## config.mk

```make
export PLATFORM = sky130hd
export DESIGN_NAME = branch_resolve
export DESIGN_NICKNAME = d
export VERILOG_FILES = /design/src/rtl/branch_resolve.sv
export SDC_FILE = /design/constraint.sdc
export NUM_CORES = 1
export LEC_CHECK = 0
export BUFFER_PORTS_ARGS = -buffer_cell sky130_fd_sc_hd__buf_2
export CAP_MARGIN = 40
export CORE_ASPECT_RATIO = 1.2
export CORE_MARGIN = 2
export CORE_UTILIZATION = 40
export DETAILED_ROUTE_END_ITERATION = 6
export PLACE_DENSITY = 0.71
export SLEW_MARGIN = 15
export SYNTH_ARGS = -nofsm -noshare
export SYNTH_HDL_FRONTEND = slang
export SYNTH_SLANG_ARGS = --single-unit
```

## constraint.sdc

```tcl
create_clock -name clk -period 7.44 [get_ports clk]
set_clock_uncertainty 0.2 [all_clocks]
set_input_delay 1.116 -clock clk [delete_from_list [all_inputs] [get_ports clk]]
set_output_delay 1.116 -clock clk [all_outputs]
set_load 0.01 [all_outputs]
```

## src/rtl/branch_resolve.sv

```systemverilog
// Branch-resolution unit: evaluates a branch condition per accepted op and queues {uid, target, taken}
// in a small FIFO toward writeback. Optional macro BRANCH_STATS_EN adds pop-time taken/total counters.
`ifndef ROB_QUEUE_BITS
`define ROB_QUEUE_BITS 5
`endif

module branch_resolve #(
  parameter int WIDTH    = 16,
  parameter int UID_BITS = `ROB_QUEUE_BITS,
  parameter int DEPTH    = 4
) (
  input  logic                clk,
  input  logic                rst,
  input  logic                in_valid,
  output logic                in_ready,
  input  logic [UID_BITS-1:0] in_uid,
  input  logic [WIDTH-1:0]    in_target,
  input  logic [WIDTH-1:0]    in_cond,
  input  logic [2:0]          in_mode,
  input  logic                flush,
  output logic                out_valid,
  input  logic                out_ready,
  output logic [UID_BITS-1:0] out_uid,
  output logic [WIDTH-1:0]    out_result,
  output logic [WIDTH+1:0]    out_loc
`ifdef BRANCH_STATS_EN
  ,
  output logic [31:0]         stat_taken,
  output logic [31:0]         stat_total
`endif
);

  localparam int PTR_W = (DEPTH > 1) ? $clog2(DEPTH) : 1;
  localparam int CNT_W = $clog2(DEPTH + 1);
  localparam logic [CNT_W-1:0] FULL_COUNT = CNT_W'(DEPTH);

  typedef enum logic [2:0] {
    MODE_EQZ    = 3'd0,
    MODE_NEZ    = 3'd1,
    MODE_LTZ    = 3'd2,
    MODE_GEZ    = 3'd3,
    MODE_GTZ    = 3'd4,
    MODE_LEZ    = 3'd5,
    MODE_ALWAYS = 3'd6,
    MODE_NEVER  = 3'd7
  } mode_e;

  logic [UID_BITS-1:0] uid_mem    [DEPTH];
  logic [WIDTH-1:0]    target_mem [DEPTH];
  logic                taken_mem  [DEPTH];

  logic [PTR_W-1:0] wr_ptr;
  logic [PTR_W-1:0] rd_ptr;
  logic [CNT_W-1:0] count;

  logic cond_zero;
  logic cond_neg;
  logic taken;
  logic push;
  logic pop;

  // Sign is taken from the operand MSB only; the operand is never width-extended.
  assign cond_zero = (in_cond == '0);
  assign cond_neg  = in_cond[WIDTH-1];

  always_comb begin
    taken = 1'b0;
    unique case (mode_e'(in_mode))
      MODE_EQZ:    taken = cond_zero;
      MODE_NEZ:    taken = !cond_zero;
      MODE_LTZ:    taken = cond_neg;
      MODE_GEZ:    taken = !cond_neg;
      MODE_GTZ:    taken = !cond_neg && !cond_zero;
      MODE_LEZ:    taken = cond_neg || cond_zero;
      MODE_ALWAYS: taken = 1'b1;
      MODE_NEVER:  taken = 1'b0;
      default:     taken = 1'b0;
    endcase
  end

  // A flush wins over any handshake in the same cycle: the accepted op and any pop are dropped.
  assign in_ready  = (count != FULL_COUNT);
  assign out_valid = (count != '0);
  assign push      = in_valid && in_ready && !flush;
  assign pop       = out_valid && out_ready && !flush;

  always_ff @(posedge clk) begin
    if (push) begin
      uid_mem[wr_ptr]    <= in_uid;
      target_mem[wr_ptr] <= in_target;
      taken_mem[wr_ptr]  <= taken;
    end
  end

  always_ff @(posedge clk or posedge rst) begin
    if (rst) begin
      wr_ptr <= '0;
      rd_ptr <= '0;
      count  <= '0;
    end else if (flush) begin
      wr_ptr <= '0;
      rd_ptr <= '0;
      count  <= '0;
    end else begin
      if (push) begin
        wr_ptr <= wr_ptr + PTR_W'(1);
      end
      if (pop) begin
        rd_ptr <= rd_ptr + PTR_W'(1);
      end
      if (push && !pop) begin
        count <= count + CNT_W'(1);
      end else if (pop && !push) begin
        count <= count - CNT_W'(1);
      end
    end
  end

  // Head fields are forced to zero while empty so reset/flush never expose stale storage.
  always_comb begin
    out_uid    = '0;
    out_result = '0;
    out_loc    = '0;
    if (out_valid) begin
      out_uid    = uid_mem[rd_ptr];
      out_result = target_mem[rd_ptr];
      out_loc    = {1'b1, {WIDTH{1'b0}}, taken_mem[rd_ptr]};
    end
  end

`ifdef BRANCH_STATS_EN
  // Counted at pop so flushed (wrong-path) results never reach the statistics.
  always_ff @(posedge clk or posedge rst) begin
    if (rst) begin
      stat_total <= '0;
      stat_taken <= '0;
    end else if (pop) begin
      stat_total <= stat_total + 32'd1;
      if (taken_mem[rd_ptr]) begin
        stat_taken <= stat_taken + 32'd1;
      end
    end
  end
`endif

endmodule

```

== Word level (Yosys, flattened, before mapping) ==
Memories as Yosys holds them, arrays and structs flattened.
Cells that the tools add are included.
Word-level totals
  logic and storage cells: 50
  bits in writable memories: 88
  register bits after elaboration: 7
  bits of input ports: 45
  memories kept: 3
Memories
  target_mem: depth 4, width 16, read ports 1, clocked after memory_dff 0, write ports 1, RTL line 49  | logic [WIDTH-1:0] target_mem [DEPTH];
  uid_mem: depth 4, width 5, read ports 1, clocked after memory_dff 0, write ports 1, RTL line 48  | logic [UID_BITS-1:0] uid_mem [DEPTH];
  taken_mem: depth 4, width 1, read ports 1, clocked after memory_dff 0, write ports 1, RTL line 50  | logic taken_mem [DEPTH];
Operators by class
  equal/unequal tests: 8
  add/subtract/negate cells: 4
  reduce and logical (&&, ||, !) cells: 19
  muxes and demuxes: 13
Operators with widths (number)
  18-bit 2-to-1 mux: 1
  16-bit logical NOT: 1
  16-bit 2-to-1 mux: 1
  3-bit equality test, second input constant: 4
  3-bit 2-to-1 mux: 3
  2-bit 2-to-1 mux: 4
  1-bit one-hot mux with 8 select lines: 1
  1-bit logical AND: 7
  3-bit by 2-bit equality test with 1-bit output, second input constant: 2
  3-bit nonzero test: 2
  1-bit logical NOT: 5
  5-bit 2-to-1 mux: 1
  2-bit by 1-bit adder with 2-bit output, second input constant: 2
  2-bit nonzero test: 2
  3-bit by 1-bit adder with 3-bit output, second input constant: 1
  3-bit by 1-bit equality test with 1-bit output, second input constant: 1
  3-bit logical NOT: 1
  3-bit != test, second input constant: 1
  3-bit by 1-bit subtractor with 3-bit output, second input constant: 1
  1-bit 2-to-1 mux: 2
  1-bit logical OR: 1

== Logic depth before layout (Yosys ltp) ==
Gate-level depths: netlist of the first run.
  depth after elaboration: 8
  gate-level depth with buffers: 10
  gate-level depth less buffers: 9

== Worst setup path after synthesis of the first run ==
OpenSTA, ideal clock, no wires.
  path kind: input to register
  start point: input port in_valid
  end point: register count[1]
  arrival: 2.699 ns
  cell stages on the path: 8
  setup time: 0.104 ns
  required time: 7.136 ns
  setup slack: 4.437 ns
  cell sequence: buf_2 -> nand2_1 -> nor2_1 -> and2_1 -> fa_1 -> a311oi_1 -> o21ai_0 -> a221oi_1
Between the ends
  longest elaborated chain between the ends: 5
RTL lines
  start, declared: RTL line 14  | input logic in_valid,
  1-bit logical AND * (2 in series): RTL line 84  | assign push = in_valid && in_ready && !flush;
  1-bit logical AND or 1-bit logical NOT (tied branches): RTL line 111, 113
  3-bit 2-to-1 mux or 1-bit logical AND (tied branches): RTL line 111, 113
  3-bit 2-to-1 mux or 3-bit nonzero test (tied branches)
  end signal, assigned: RTL line 112  | count <= count + CNT_W'(1);
  end signal, assigned: RTL line 114  | count <= count - CNT_W'(1);
  end, declared: RTL line 54  | logic [CNT_W-1:0] count;
Every way passes the cells marked *; elsewhere a longest branch is shown, timed or not.
A chain may end at the register's enable or synchronous reset.

== Final worst setup path of the first run ==
  start point: register count[0]
  end point: output port out_uid[4]
Between the ends
  longest elaborated chain between the ends: 2
RTL lines
  3-bit nonzero test: RTL line 83  | assign out_valid = (count != '0);
  5-bit 2-to-1 mux: RTL line 124  | if (out_valid) begin
  end, declared: RTL line 23  | output logic [UID_BITS-1:0] out_uid,
Every way passes these cells.

==> results_dict.tcl, run 1 <==
set metrics [dict create \
    place_hpwl_mm 4.69 \
    p_leak_uw 0.00175 \
    final-setup-viol-count 0 \
    num-nets-final 360 \
    critPathKind "reg -> out" \
    fin_crit_sh_pct 43.7 \
    avgSynthCellArea_um2 17.3 \
    muxShareOfSynthArea_pct 12.5 \
    synth-simple-area-share_pct 8.04 \
    ys_seq_area_share_pct 68.3 \
    ctsHoldBuffers 0 \
    synth_cells 238 \
    gp_congestion 0.724 \
    fmax_mhz 307 \
    end_kind "output pin" \
    firstDrtPassIters 4 \
    cts_buffers 9 \
    drtIter0Drc 84 \
    maxSlewHeadroom_pct 48.7 \
    cts_max_level 3 \
    outcome "finished, final reports clean" \
    hold_path.class "reg -> reg" \
    first_global_vias 2243 \
    dp_cells 424 \
    post_cts.repair.setup_buffers 0 \
    drt_wl_total_mm 6.91 \
    cp_max_fo 26 \
    drive_above_1_share_pct 36.8 \
    synth-adder-area-share_pct 1.70 \
    initial_core_util_pct 41.2 \
    cts_resized 0 \
    grt_max_degree 27 \
    synth_compound_area_share_pct 2.61 \
    clock_latency_ps 340 \
    sequentialPowerShare_pct 45.9 \
    clkPwrFrac_pct 29.2 \
    power_frac_comb_pct 24.9 \
    dieArea_mm2 0.0111 \
    globalRouteMet3Util_pct 3.22 \
    grtUsageTotal_pct 13.0 \
    worst_ep_arrival_time_ps 1940 \
    synth_top_family_by_area "multiplexers" \
    layout.cells.non_filler 441 \
    synthesis.area_mm2 0.00412 \
    p_int_uw 1020 \
    antenna_found_initial 0 \
    cts_tree "done" \
    power_density_mw_per_mm2 293 \
    required_ps 6120 \
    avgRoutedWirePerCell_um 15.7 \
    area.growth.synth_to_final_pct 16.7 \
    ir_worst_vdd_uv 143 \
    clk_path_buf_depth 2 \
    slew_violations 0 \
    async_flop_share_pct 7.37 \
    vias_per_cell 4.92 \
    num_rows 40 \
    grt_overflow_total 0 \
    switching_share_pct 27.5 \
    io_buffers 69 \
    p_sw_uw 387 \
    synth-main-ff-cell "edfxtp_1" \
    mostFrequentLayoutCells "edfxtp_1, buf_2, and2_1" \
    synth_xor_area_share_pct 1.06 \
    core_area_mm2 0.0100 \
    n_antenna_cell 0 \
    fp.dieW_um 96.7 \
    ios 86 \
    drcViolationCount 0 \
    cap_violations 0 \
    min_period_ps 3250 \
    clock_sink_count 95 \
    cts_root_buf "clkbuf_16" \
    synth_edf_count 88 \
    cts.clk_slew.worst_paths_ps 60 \
    top_usage_layer "met2" \
    final_common_cell "edfxtp_1" \
    grtUsageMet1_pct 14.4 \
    num_vias 2171 \
    chipHeight_um 115 \
    synth_warnings 0 \
    ys_ff_latch 95 \
    grt_setup_unrepaired "no" \
    synth.distinct_cells 38 \
    drtAntennaViolNets 0 \
    worstMarginPinSlew_ps 769 \
    use_met2_pct 23.6 \
    grt_pass1_wl_mm 11.0 \
    startpoint_type "register" \
    hold_viol 0 \
    setup-tns-final_ps 0 \
]
==> cell families after synthesis <==
family / Yosys count
fa+ha+maj: 5
flops: 95
xor+xnor: 5
buf+inv: 37
other cells: 1
simple gates: 57
compound gates: 14
mux: 24
==> final timing paths <==
kind                            from    endpoint  slack (ps)  depth (start not counted)
setup / recovery            count[0]  out_uid[4]        4190                          3
hold / removal             wr_ptr[1]   wr_ptr[1]         380                          2
setup reg to reg            count[0]    count[1]        4460                          7
hold reg to reg            wr_ptr[1]   wr_ptr[1]         380                          2
max in group asynchronous        rst   rd_ptr[0]        6280                          2
min in group asynchronous        rst    count[2]         510                          2
==> synthesized netlist by cell type, drive strengths merged, types with 2 or more instances <==
library cell / instances / area share [%]
edfxtp: 88 / 64
and2: 27 / 4.1
buf: 25 / 4.6
mux4: 22 / 12
nor2: 9 / 0.82
inv: 8 / 0.73
dfrtp: 7 / 4.2
nand2: 5 / 0.46
nand3: 5 / 0.61
clkbuf: 4 / 0.36
ha: 4 / 1.2
nor4: 4 / 0.91
xor2: 3 / 0.64
a211oi: 2 / 0.36
mux2i: 2 / 0.49
nand4: 2 / 0.30
o21ai: 2 / 0.24
xnor2: 2 / 0.42
==> power groups by stage <==
stage	sequential (uW)	clock (uW)	combinational [uW]
final	646	411	351
after global routing	650	440	393
after CTS	665	421	332
after detailed placement	677	0	331
after global placement	678	0	321
after floorplan	640	0	270
==> routing by layer <==
metal	wire, um	vias to the layer above
met2	3740	64
li1	-	1029
met1	2710	1070
met4	98	0
met3	364	8
met5	0	-
==> metrics by stage <==
stage	instance area, um2	hold WS (ps)	setup slack (ps)	power (uW)	utilization (%)
after global placement	4510	389	4270	1000	45.1
final	4810	382	4190	1410	48.1
after CTS	4790	383	3890	1420	47.9
after floorplan	4180	343	4440	910	-
after global routing	4810	407	4030	1480	48.1
after detailed placement	4530	375	4190	1010	45.2
==> critical path, cell delays in order, from the launching register on <==
cell and delay (ps):
dfrtp_1 450, or3_1 720, and2_1 290, buf_2 140
==> flip-flops by register name, summed over array words and instances, names as in the netlist <==
register,count
count,3
rd_ptr,2
taken_mem,4
target_mem,64
uid_mem,20
wr_ptr,2
==> cell type report <==
type / instances / area, um2
multi-input cells: 121 / 1130
clock buffers: 11 / 233
fillers: 867 / 5200
inverters: 8 / 30.0
well taps: 126 / 158
repair buffers: 75 / 410
clock inverters: 5 / 33.8
flip-flops and latches: 95 / 2820
No activity file was read; power rests on OpenSTA's default activity.
==> run 2: changes to the inputs <==
==> constraint.sdc (replaced) <==
create_clock -name clk -period 3.15 [get_ports clk]
set_clock_uncertainty 0.2 [all_clocks]
set_input_delay 0.4725 -clock clk [delete_from_list [all_inputs] [get_ports clk]]
set_output_delay 0.4725 -clock clk [all_outputs]
set_load 0.01 [all_outputs]
==> run 2 against run 1 <==
Compared with the run above:
- setup slack got worse by 3800 ps
- cell area increased by 1.2%
- count of clock-buffer cells in the layout unchanged
- non-clock buffer count rose by 2
- highest routed layer unchanged
- routed wire length up 0.62%
- total power grew 150%
- first-iteration DRC count is 60% higher
- sequential share of layout area fell by 0.72 points
- sequential cell count unchanged
- sequential power increased by 140%
==> results_dict.tcl, run 2 (synthesis results as in run 1) <==
set metrics [dict create \
    fin_crit_sh_pct 88.0 \
    end_kind "register" \
    ios 86 \
    startpoint_type "register" \
    fillers 873 \
    clk_path_buf_depth 2 \
    drcViolationCount 0 \
    core_area_mm2 0.0100 \
    final_common_cell "edfxtp_1" \
    required_ps 3180 \
    cts_max_level 3 \
    io_buffers 69 \
    hold_path.class "in -> reg" \
    hold_slack_ps 151 \
    r2r_slack_ps 380 \
    sequentialPowerShare_pct 44.3 \
    worstMarginPinSlew_ps 546 \
    grtUsageTotal_pct 13.2 \
    ir_worst_vdd_uv 363 \
    cts.clk_slew.worst_paths_ps 60 \
    firstDrtPassIters 4 \
    place_hpwl_mm 4.66 \
    clock_latency_ps 330 \
    r2r_start "count[2]" \
    drt_wl_total_mm 6.95 \
    drtIter0Drc 134 \
    reg2reg_to "count[1]" \
    n_antenna_cell 0 \
    largest_reg_flops 64 \
    grt_pass1_wl_mm 10.9 \
    maxSlewHeadroom_pct 63.6 \
    p_int_uw 2580 \
    hold_viol 0 \
    mostFrequentLayoutCells "edfxtp_1, buf_2, and2_1" \
    initial_core_util_pct 41.2 \
    num_vias 2148 \
    clock_sink_count 95 \
    drive_above_1_share_pct 36.7 \
    layout.cells.non_filler 442 \
    switching_share_pct 25.6 \
    power_density_mw_per_mm2 711 \
    num_rows 40 \
    top_register "target_mem" \
    setup-tns-final_ps 0 \
    chipHeight_um 115 \
    cp_max_fo 8 \
    slew_violations 0 \
    cts_root_buf "clkbuf_16" \
    reg2regPathDepth 8 \
    avgRoutedWirePerCell_um 15.7 \
    antenna_found_initial 0 \
    num-nets-final 362 \
    cts_resized 0 \
    min_to "target_mem[0][7]" \
    cts_tree "done" \
    worst_ep_arrival_time_ps 2800 \
    p_leak_uw 0.00178 \
    fmax_mhz 361 \
    area.growth.synth_to_final_pct 18.1 \
    vias_per_cell 4.86 \
    fp.dieW_um 96.7 \
    dp_cells 426 \
    grt_overflow_total 0 \
    grt_max_degree 26 \
    grt_setup_unrepaired "no" \
    first_global_vias 2257 \
    outcome "finished, final reports clean" \
    hold_depth 1 \
    min_period_ps 2770 \
    final-setup-viol-count 0 \
    hold_start "in_target[7]" \
    dieArea_mm2 0.0111 \
    gp_congestion 0.738 \
    largestRegisters "target_mem (64), uid_mem (20), taken_mem (4)" \
    drtAntennaViolNets 0 \
    cap_violations 0 \
    cts_buffers 9 \
    critPathKind "reg -> reg" \
    p_sw_uw 887 \
    power_frac_comb_pct 24.1 \
    clkPwrFrac_pct 31.6 \
]
run 2: metal layers:
layer,vias to the layer above,track usage (%),wire [um]
li1,1029,-,-
met1,1037,13.8,2540
met2,71,24.0,3800
met3,11,4.80,472
met4,0,5.45,128
met5,-,0,0
run 2: repair_timing:
item | in CTS | in global routing
hold endpoints to repair | 7 | 0
buffers inserted | 0 | 0
setup endpoints to repair | 0 | 0
hold buffers | 1 | 0
run 2: power by group through the flow:
stage	Clock (uW)	Combinational (uW)	Sequential, uW
2_1_floorplan	0	637	1510
3_3_place_gp	0	840	1560
3_5_place_dp	0	858	1560
4_1_cts	1120	860	1540
6_report	1090	833	1530
5_1_grt	1180	926	1550
run 2: per-stage QoR:
stage	setup slack, ps	total power (uW)	area (um2)	util, %
floorplan	569	2150	4180	-
global placement	514	2400	4560	45.5
detailed placement	355	2420	4560	45.5
CTS	352	3520	4870	48.7
global route	212	3650	4870	48.7
finish	378	3460	4870	48.7
run 2: area by class of cell:
cell class	count	area, um2	share of cell area, %
flip-flops and latches	95	2820	57.9
multi-input cells	121	1130	23.2
repair buffers	77	433	8.89
clock buffers	11	233	4.78
well taps	126	158	3.24
clock inverters	4	71.3	1.46
inverters	8	30.0	0.616
run 2: critical path, stage by stage (launching register included):
cell      delay (ps)
dfrtp_1          500
or3b_1           430
nand2_1          140
nor2_1            80
and2_1           170
fa_1             450
a311oi_1         250
o21ai_0          120
a221oi_1         310
run 2: worst max-delay path by stage:
stage / start / cells past startpoint / endpoint / slack (ps)
floorplan: count[2] / 9 / count[1] / 570
finish: count[2] / 8 / count[1] / 380
global route: count[2] / 8 / count[1] / 210
detailed placement: count[2] / 8 / count[1] / 350
CTS: count[2] / 8 / count[1] / 350
global placement: count[2] / 8 / count[1] / 510
==> run 3: changes to the inputs <==
--- a/config.mk
+++ b/config.mk
@@ -9,9 +9,9 @@
 export CAP_MARGIN = 40
 export CORE_ASPECT_RATIO = 1.2
 export CORE_MARGIN = 2
-export CORE_UTILIZATION = 40
+export CORE_UTILIZATION = 30
 export DETAILED_ROUTE_END_ITERATION = 6
-export PLACE_DENSITY = 0.71
+export PLACE_DENSITY = 0.59
 export SLEW_MARGIN = 15
 export SYNTH_ARGS = -nofsm -noshare
 export SYNTH_HDL_FRONTEND = slang
==> run 3 against run 2 <==
Compared with the run above:
- sequential share of layout area is 0.54 points lower
- fmax is 1.0% higher
- die area up 32%
- count of clock-buffer cells in the layout is 1 lower
- non-clock buffer count stayed put
- cell count increased by 10%
- global-route usage down 2.4 points
- via count rose by 2.7%
- total power shrank 0.75%
- critical endpoint unchanged
- setup slack better by 28 ps
==> results_dict.tcl, run 3 (synthesis results as in run 1) <==
set metrics [dict create \
    mostFrequentLayoutCells "edfxtp_1, buf_2, and2_1" \
    num_vias 2206 \
    core_area_mm2 0.0134 \
    outcome "finished, final reports clean" \
    cts.clk_slew.worst_paths_ps 70 \
    drcViolationCount 0 \
    largestRegisters "target_mem (64), uid_mem (20), taken_mem (4)" \
    cp.depth 8 \
    first_global_vias 2356 \
    cts_root_buf "clkbuf_16" \
    crit_family "simple AND/OR/NAND/NOR gates" \
    fin_util_pct 36.8 \
    cp_slowest_stage_delay_ps 500 \
    layout.cells.non_filler 486 \
    dp_cells 468 \
    drt_wl_total_mm 7.64 \
    post_cts.repair.setup_buffers 0 \
    cap_violations 0 \
    hold_start "in_target[5]" \
    firstDrtPassIters 4 \
    dp_slack_ps 401 \
    top_register "target_mem" \
    grt_pass1_wl_mm 12.1 \
    largest_reg_flops 64 \
    fin_total_pwr_uw 3440 \
    p_leak_uw 0.00177 \
    hold_depth 1 \
    cts_buffers 9 \
    chipHeight_um 132 \
    drive_above_1_share_pct 37.2 \
    startpoint_type "register" \
    hold_viol 0 \
    crit_chain "or3b_1 -> nand2_1 -> nor2_1 -> and2_1 -> fa_1 -> a311oi_1 -> o21ai_0 -> a221oi_1" \
    drtAntennaViolNets 0 \
    reg2reg_to "count[1]" \
    gp_congestion 0.671 \
    fmax_mhz 365 \
    drtIter0Drc 72 \
    num-nets-final 362 \
    slew_violations 0 \
    reg2regPathDepth 8 \
    clock_sink_count 95 \
    grt_setup_unrepaired "no" \
    final-setup-viol-count 0 \
    io_buffers 69 \
    vias_per_cell 4.54 \
    required_ps 3180 \
    num_rows 46 \
    cp_max_fo 8 \
    critPathLaunch "count[2]" \
    setup-tns-final_ps 0 \
    power_density_mw_per_mm2 699 \
    avgRoutedWirePerCell_um 15.7 \
    end_kind "register" \
    ir_worst_vdd_uv 228 \
    cts_max_level 3 \
    grt_overflow_total 0 \
    critPathBufInv 0 \
    antenna_found_initial 1 \
    fin_crit_sh_pct 87.1 \
    r2r_start "count[2]" \
    min_period_ps 2740 \
    cts_tree "done" \
    hold_path.class "in -> reg" \
    clock_latency_ps 330 \
    r2r_slack_ps 410 \
    min_to "target_mem[0][5]" \
    ios 86 \
    fin_ws_ps 407 \
    initial_core_util_pct 30.9 \
    crit_slowest_cell "dfrtp_1" \
    clk_path_buf_depth 2 \
    fp.dieW_um 111 \
    area.growth.synth_to_final_pct 19.3 \
    grtUsageTotal_pct 10.8 \
    place_hpwl_mm 4.92 \
    dieArea_mm2 0.0147 \
    critPathKind "reg -> reg" \
    final_common_cell "edfxtp_1" \
    worst_ep_arrival_time_ps 2770 \
    grt_max_degree 26 \
]
[run 3: changes by cell type in the layout (fill, tap and decap cells not counted), sizes merged]
cell | before | now
inv | 8 | 10
bufinv | 2 | 1
clkbuf | 11 | 10
clkinvlp | 1 | 2
diode | 0 | 1
[run 3: worst max path at each step]
| stage | to | slack (ps) |
|---|---|---|
| 2_1_floorplan | count[1] | 570 |
| 3_3_place_gp | count[1] | 490 |
| 3_5_place_dp | count[1] | 400 |
| 4_1_cts | out_uid[4] | 370 |
| 5_1_grt | count[1] | 240 |
| 6_report | count[1] | 410 |
[run 3: worst reg2reg max path, stage by stage, from the launching register on]
cell      delay [ps]
dfrtp_1          500
or3b_1           420
nand2_1          140
nor2_1            90
and2_1           180
fa_1             460
a311oi_1         240
o21ai_0          120
a221oi_1         300
[run 3: area by class of cell]
cell class / count / area [um2]
Sequential cell: 95 / 2820
Fill cell: 1285 / 8430
Inverter: 8 / 30.0
Clock buffer: 10 / 229
Multi-Input combinational cell: 121 / 1130
Antenna cell: 1 / 2.50
Timing Repair Buffer: 77 / 433
Clock inverter: 6 / 66.3
Tap cell: 168 / 210
[run 3: layer usage]
metal  up-vias  part of all wire [%]  wire length [um]  global-route usage (%)
met3         8                   5.5               423                    3.34
met1      1112                    39              3020                    12.1
met2        56                    54              4130                    19.7
li1       1030                     -                 -                       -
met4         0                  0.96                73                    3.29
met5         -                     0                 0                       0
[run 3: power by group]
group	switching, uW	internal [uW]
Combinational	418	423
Clock	444	618
Sequential	70.6	1460
Total	932	2500
[run 3: stage by stage]
stage / hold WS [ps] / cell area [um2]
3_5_place_dp: 252 / 4610
3_3_place_gp: 257 / 4610
6_report: 152 / 4920
4_1_cts: 147 / 4920
2_1_floorplan: 75.9 / 4180
5_1_grt: 145 / 4920
[run 3: what timing repair did]
item	CTS	global route
hold buffers	1	0
resized for setup	0	0
endpoints found under the setup margin	0	0
endpoints found under the hold margin	7	0
